[src/rtl/hamming_codec_arbiter.sv]
// Round-robin sequencer sharing one Hamming codec between two requesters; result returned CODEC_LAT+1 cycles after accept.
// Optional HAMMING_ARB_STATS_EN adds saturating single/double error counters for decode jobs.
module hamming_codec_arbiter #(
    parameter int CODEC_LAT = 1
) (
    input  logic       clk,
    input  logic       rst,
    input  logic [1:0] req_valid,
    output logic [1:0] req_ready,
    input  logic [1:0] req_mode,
    input  logic [7:0] req_data0,
    input  logic [7:0] req_data1,
    output logic [1:0] resp_valid,
    input  logic [1:0] resp_ready,
    output logic [7:0] resp_data,
    output logic [4:0] resp_status,
    output logic       codec_mode,
    output logic [7:0] codec_data,
    input  logic [7:0] codec_result,
    input  logic [2:0] codec_syndrome,
    input  logic [1:0] codec_err,
`ifdef HAMMING_ARB_STATS_EN
    input  logic       stat_clr,
    output logic [7:0] stat_single,
    output logic [7:0] stat_double,
`endif
    output logic       busy
);

    typedef enum logic [1:0] {
        IDLE = 2'd0,
        WAIT = 2'd1,
        RESP = 2'd2
    } state_t;

    state_t     state_q, state_d;
    logic       rr_ptr_q, rr_ptr_d;
    logic       owner_q, owner_d;
    logic       mode_q, mode_d;
    logic [7:0] data_q, data_d;
    logic [2:0] cnt_q, cnt_d;
    logic [7:0] resp_data_q, resp_data_d;
    logic [4:0] resp_status_q, resp_status_d;

    logic       winner;
    logic [7:0] operand;
    logic       capture;

    // With both requesters pending the pointer decides; otherwise the lone requester wins.
    assign winner  = (req_valid == 2'b11) ? rr_ptr_q : req_valid[1];
    assign operand = winner ? req_data1 : req_data0;
    assign capture = (state_q == WAIT) && (cnt_q == 3'd1);

    always_comb begin
        state_d       = state_q;
        rr_ptr_d      = rr_ptr_q;
        owner_d       = owner_q;
        mode_d        = mode_q;
        data_d        = data_q;
        cnt_d         = cnt_q;
        resp_data_d   = resp_data_q;
        resp_status_d = resp_status_q;
        req_ready     = 2'b00;
        resp_valid    = 2'b00;
        case (state_q)
            IDLE: begin
                if (|req_valid) begin
                    req_ready[winner] = 1'b1;
                    owner_d           = winner;
                    mode_d            = req_mode[winner];
                    data_d            = req_mode[winner] ? operand : {4'b0000, operand[3:0]};
                    cnt_d             = 3'(CODEC_LAT);
                    state_d           = WAIT;
                end
            end
            WAIT: begin
                cnt_d = cnt_q - 3'd1;
                if (cnt_q == 3'd1) begin
                    resp_data_d   = codec_result;
                    resp_status_d = mode_q ? {codec_syndrome, codec_err} : 5'b00000;
                    state_d       = RESP;
                end
            end
            RESP: begin
                resp_valid[owner_q] = 1'b1;
                if (resp_ready[owner_q]) begin
                    rr_ptr_d = ~owner_q;
                    state_d  = IDLE;
                end
            end
            default: state_d = IDLE;
        endcase
    end

    always_ff @(posedge clk) begin
        if (rst) begin
            state_q       <= IDLE;
            rr_ptr_q      <= 1'b0;
            owner_q       <= 1'b0;
            mode_q        <= 1'b0;
            data_q        <= 8'h00;
            cnt_q         <= 3'd0;
            resp_data_q   <= 8'h00;
            resp_status_q <= 5'b00000;
        end else begin
            state_q       <= state_d;
            rr_ptr_q      <= rr_ptr_d;
            owner_q       <= owner_d;
            mode_q        <= mode_d;
            data_q        <= data_d;
            cnt_q         <= cnt_d;
            resp_data_q   <= resp_data_d;
            resp_status_q <= resp_status_d;
        end
    end

    assign codec_mode  = mode_q;
    assign codec_data  = data_q;
    assign resp_data   = resp_data_q;
    assign resp_status = resp_status_q;
    assign busy        = (state_q != IDLE);

`ifdef HAMMING_ARB_STATS_EN
    logic [7:0] stat_single_q, stat_double_q;

    // Reserved err=11 is counted as a double error.
    always_ff @(posedge clk) begin
        if (rst || stat_clr) begin
            stat_single_q <= 8'h00;
            stat_double_q <= 8'h00;
        end else if (capture && mode_q) begin
            if ((codec_err == 2'b01) && (stat_single_q != 8'hFF))
                stat_single_q <= stat_single_q + 8'h01;
            if (codec_err[1] && (stat_double_q != 8'hFF))
                stat_double_q <= stat_double_q + 8'h01;
        end
    end

    assign stat_single = stat_single_q;
    assign stat_double = stat_double_q;
`else
    logic unused_capture;
    assign unused_capture = capture;
`endif

endmodule

[config.mk]
export PLATFORM = sky130hd
export DESIGN_NAME = hamming_codec_arbiter
export DESIGN_NICKNAME = d
export VERILOG_FILES = /design/src/rtl/hamming_codec_arbiter.sv
export SDC_FILE = /design/constraint.sdc
export NUM_CORES = 1
export LEC_CHECK = 0
export ABC_AREA = 0
export BUFFER_PORTS_ARGS = -buffer_cell sky130_fd_sc_hd__buf_2
export CORE_MARGIN = 2
export CORE_UTILIZATION = 44
export DETAILED_ROUTE_END_ITERATION = 6
export HOLD_SLACK_MARGIN = 0.15
export PLACE_DENSITY = 0.78
export SLEW_MARGIN = 25
export SYNTH_ARGS = -nofsm -noshare
export SYNTH_HDL_FRONTEND = slang
export SYNTH_SLANG_ARGS = --single-unit
[constraint.sdc]
create_clock -name clk -period 1.7 [get_ports clk]
set_input_delay 0.34 -clock clk [delete_from_list [all_inputs] [get_ports clk]]
set_output_delay 0.34 -clock clk [all_outputs]
set_load 0.03 [all_outputs]
Word level (Yosys, flattened, before mapping)
Index checks and enable logic that the tools add are counted.
{"block": "classes", "add_sub_neg": 1, "multipliers": 0, "div": 0, "order_cmp": 4, "n_eq_ne": 7, "shifts": 0, "n_mux": 21, "bitwise": 1, "reduce_logical": 11}
{"cell": "8-bit 2-to-1 mux", "count": 2}
{"cell": "2-bit 2-to-1 mux", "count": 6}
{"cell": "2-bit AND reduction", "count": 4}
{"cell": "1-bit 2-to-1 mux", "count": 7}
{"cell": "2-bit case mux with 3 select lines", "count": 1}
{"cell": "3-bit case mux with 2 select lines", "count": 1}
{"cell": "5-bit 2-to-1 mux", "count": 1}
{"cell": "2-bit == test (second input constant)", "count": 2}
{"cell": "1-bit by 2-bit less-than comparator with 1-bit output (second input constant)", "count": 2}
{"cell": "2-bit inequality test (second input constant)", "count": 2}
{"cell": "2-bit nonzero test", "count": 2}
{"cell": "3-bit by 1-bit == test with 1-bit output (second input constant)", "count": 1}
{"cell": "3-bit 2-to-1 mux", "count": 1}
{"cell": "3-bit AND reduction", "count": 1}
{"cell": "3-bit by 1-bit subtractor with 3-bit output (second input constant)", "count": 1}
{"cell": "1-bit demux with 1-bit select", "count": 2}
{"cell": "2-bit by 1-bit == test with 1-bit output (second input constant)", "count": 1}
{"cell": "1-bit >= comparator (second input constant)", "count": 2}
{"cell": "1-bit logical AND", "count": 2}
{"cell": "2-bit zero test", "count": 1}
{"cell": "2-bit by 1-bit inequality test with 1-bit output (second input constant)", "count": 1}
{"cell": "2-bit OR reduction", "count": 1}
{"cell": "1-bit inverter", "count": 1}
{"block": "totals", "register_bits": 29, "latchBits": 0, "ram_bits": 0, "rom_bits": 0, "in_bits": 37, "out_inout_bits": 27, "word_cells": 53, "n_memories": 0}

Depth between registers and ports, before layout
{"block": "depth", "depth_word": 8, "ltp_mapped": 6, "depth_no_buf": 6}

Worst setup path after synthesis
Ideal clock, no wire load.
{"block": "synth_timing", "path_kind": "register -> output", "startpoint": "register state_q[1]", "endpoint": "output port req_ready[0]", "t_arrival_ps": 1250, "setup_slack_ps": 110, "path_stages_with_launch": 4, "path_cell_list": "dfxtp_1 -> nor2_1 -> o21ai_1 -> a21oi_1"}
{"block": "synth_via", "elab_chain_len": 2}
{"item": "from (decl)", "line_no": "36", "rtl": "state_t state_q, state_d;"}
{"item": "from (signal assigned)", "line_no": "106", "rtl": "state_q <= state_d;"}
{"item": "2-bit zero test", "line_no": "65", "rtl": "case (state_q)"}
{"item": "2-bit 2-to-1 mux", "line_no": "65"}
{"item": "to (decl)", "line_no": "9", "rtl": "output logic [1:0] req_ready,"}
Every way passes these cells.

Final worst setup path
{"block": "layout_timing", "startpoint": "register state_q[0]", "endpoint": "output port resp_valid[0]"}
{"block": "layout_via", "elab_chain_len": 2}
{"item": "2-bit == test", "line_no": "65"}
{"item": "2-bit 2-to-1 mux", "line_no": "65"}
{"item": "to (decl)", "line_no": "13", "rtl": "output logic [1:0] resp_valid,"}
Every way passes these cells.

==> results.yml <==
power:
  switching_share: 0.329
  pwr-share-seq: 0.488
  p_comb_frac: 0.273
  p_leak_uw: 0.000804
  p_int_uw: 1070
  clkPwrFrac: 0.238
  switchingPower_uw: 524
  ir_drop_uv: 859
  power_uw: 1590
  pwr_density_cell_nw_per_um2: 939
timing:
  setup_violations: 0
  hold_viol: 0
  setup_tns_ns: 0
  finalCriticalPeriod_ns: 1.63
  finalCritPeriodShare: 0.961
  fin_ws_ns: 0.0670
  max_freq_mhz: 612
  tightest_slew_ns: 0.374
  relSlewSlack: 0.750
  clock_skew_ns: 0.00852
  maxSlewViolCount: 0
yosys:
  syn_area_um2: 1270
  seq_area_frac_synth: 0.457
  ys_seq_elements: 29
  yosys_warnings: 0
  syn_nets: 190
  synth_cell_type_count: 34
  synthesis.instances: 151
  synth_area_per_cell_um2: 8.41
global_routing:
  antenna_found_initial: 0
  grt_overflow: 0
  grtUsageTotal: 0.181
  grt_pass1_vias: 1135
  grt_max_degree: 17
  grt_pass1_wl_mm: 4.73
critical_path:
  start_kind: "flop"
  arrival_ns: 1.29
  slowest_stage: "dfxtp_2"
  path_max_fanout: 8
  regToRegStartpoint: "cnt_q[0]"
  end_kind: "output port"
  reg2reg_slack_ns: 0.37
  critPathMaxStageDelay_ns: 0.37
  path_buf_inv: 1
  crit_start: "state_q[0]"
  critPathKind: "reg2out"
  crit_chain: "and2b_4 -> nor2b_1 -> buf_2"
  reg2reg_to: "cnt_q[2]"
  crit_family: "simple AND/OR/NAND/NOR gates"
  reg2regPathDepth: 6
  critical_path_depth: 3
  crit_end: "resp_valid[0]"
  cp.required_ns: 1.36
detailed_routing:
  post_drt_wl_per_cell_um: 11.5
  drcViolationCount: 0
  dr.pass1.iters: 4
  num_vias: 1264
  drt-initial-drc-count: 40
  wirelength_mm: 2.89
  vias_per_cell: 5.04
  ant_nets: 0
flow_run:
  max-cap-violations: 0
floorplanning:
  core_um2: 2760
  die_y_um: 57.7
  rows: 19
  start_util: 0.461
  die-area_um2: 3330
  die-width_um: 57.7
  boundaryPins: 64
place:
  place_ws_ns: 0.239
  place_congestion: 0.755
  io_buffers: 63
  hpwl_mm: 2.12
  place_area_um2: 1620
layout:
  finalNetCount: 258
  post-route-cell-area_um2: 1700
  antenna_cells: 0
  area_growth_pct: 33.6
  drive_gt1_frac: 0.405
cts:
  numCtsBuffers: 5
  max-clock-path-buffers: 2
  h-tree-depth: 2
  post_cts_hold_buffer_count: 0
  clock-sinks: 29
  cts_tree: "yes"
  clock_latency_ns: 0.32
  cts_root_buffer: "clkbuf_4"
  clk_pin_slew_ns: 0.08
hold_path:
  min_path_type: "in2reg"
run_status:
  status: "finished, final reports clean"
-- cells in the mapped netlist --
master | n | area share
a21o_2 | 1 | 0.0069
a21oi_1 | 17 | 0.067
a21oi_2 | 2 | 0.014
a22o_1 | 1 | 0.0069
a22oi_1 | 1 | 0.0059
a2bb2oi_1 | 1 | 0.0069
a311oi_1 | 5 | 0.034
a31oi_1 | 1 | 0.0049
and2_1 | 1 | 0.0049
and2b_4 | 1 | 0.0079
and3_4 | 1 | 0.0089
buf_2 | 2 | 0.0079
buf_6 | 2 | 0.018
clkbuf_1 | 3 | 0.0089
dfxtp_1 | 29 | 0.46
ha_1 | 2 | 0.020
inv_1 | 4 | 0.012
mux2i_1 | 5 | 0.039
nand2_1 | 34 | 0.10
nand2b_2 | 1 | 0.0069
nand3_1 | 10 | 0.039
nor2_1 | 10 | 0.030
nor2b_1 | 1 | 0.0049
nor2b_4 | 1 | 0.011
nor3_1 | 2 | 0.0079
o211ai_1 | 2 | 0.012
o21a_2 | 1 | 0.0069
o21ai_0 | 1 | 0.0039
o21ai_1 | 1 | 0.0039
o22ai_1 | 4 | 0.020
or2_1 | 1 | 0.0049
or2_2 | 1 | 0.0049
or2b_1 | 1 | 0.0059
or3b_2 | 1 | 0.0069
-- routing by layer --
layer | global-route usage | routed length, um | vias up
met3 | 0.0692 | 268 | 6
met2 | 0.312 | 1300 | 50
li1 | - | - | 664
met1 | 0.206 | 1280 | 544
met5 | 0 | 0 | -
met4 | 0.0598 | 39 | 0
-- sequential cells by signal, indices dropped and copies added, names as in the netlist --
signal and count:
cnt_q 3, codec_data 8, codec_mode 1, owner_q 1, resp_data 8, resp_status 5, rr_ptr_q 1, state_q 2
-- worst min-delay path by stage --
stage	cells after the start	from	slack [ns]	endpoint
after CTS	3	codec_result[7]	0.23	resp_data[7]
after global placement	2	resp_data[1]	0.44	resp_data[1]
after detailed placement	2	resp_data[3]	0.44	resp_data[3]
final	3	codec_result[5]	0.25	resp_data[5]
after floorplan	2	rr_ptr_q	0.44	rr_ptr_q
after global routing	3	codec_result[7]	0.25	resp_data[7]
-- cells in the final DEF, fill, tap and decap left out, drive strengths merged --
master and n:
and3 1, a22o 1, a31oi 1, nand2b 1
a2bb2oi 1, or2b 1, nand3 10, nand2 34
and2b 1, a22oi 1, o21ai 2, clkbuf 8
o21a 1, o211ai 2, o22ai 4, nor2b 2
a21oi 19, dfxtp 29, a311oi 5, inv 4
ha 2, clkinv 2, or3b 1, or2 2
and2 1, mux2i 5, buf 66, nor3 2
nor2 10, a21o 1
-- metrics by stage --
stage	utilization	std cells	hold slack, ns
after CTS	0.608	251	0.233
after global placement	0.587	243	0.439
after global routing	0.615	251	0.251
after detailed placement	0.587	243	0.444
final	0.615	251	0.248
after floorplan	-	151	0.444
-- worst min-delay path, delay by kind of cell --
| family | cells | cell delay (ns) |
|---|---|---|
| simple gates | 1 | 0.04 |
| compound gates | 1 | 0.05 |
| buf+inv | 1 | 0.09 |
-- kinds of logic (layout without fill, tap and decap cells) --
kind of cell               after synthesis  in the layout  share of synthesized area
DFF                                     29             29                      0.457
AOI/OAI and AO/OA                       38             38                      0.193
muxes                                    5              5                     0.0394
buffers and inverters                   11             80                     0.0463
adders and majority gates                2              2                     0.0197
and+or+nand+nor                         66             66                      0.244
-- final cells by class --
| cell class | count | area (um^2) |
|---|---|---|
| inverters | 4 | 15.0 |
| clock buffers | 6 | 41.3 |
| well taps | 31 | 38.8 |
| multi-input cells | 111 | 651 |
| fillers | 261 | 1060 |
| repair buffers | 68 | 358 |
| flip-flops and latches | 29 | 583 |
| clock inverters | 2 | 10.0 |
-- power by group through the flow --
stage | Sequential, uW | Clock [uW] | Combinational (uW)
after global routing | 786 | 430 | 478
after detailed placement | 789 | 0 | 423
after CTS | 776 | 400 | 428
final | 778 | 380 | 435
after global placement | 788 | 0 | 422
after floorplan | 854 | 0 | 228
-- repair_timing --
| item | 4_1_cts | 5_1_grt |
|---|---|---|
| endpoints found under the setup margin | 4 | 2 |
| cloned | 0 | 0 |
| buffers inserted | 0 | 0 |
| gates resized for setup | 4 | 5 |
No activity file was read; power rests on OpenSTA's default activity.
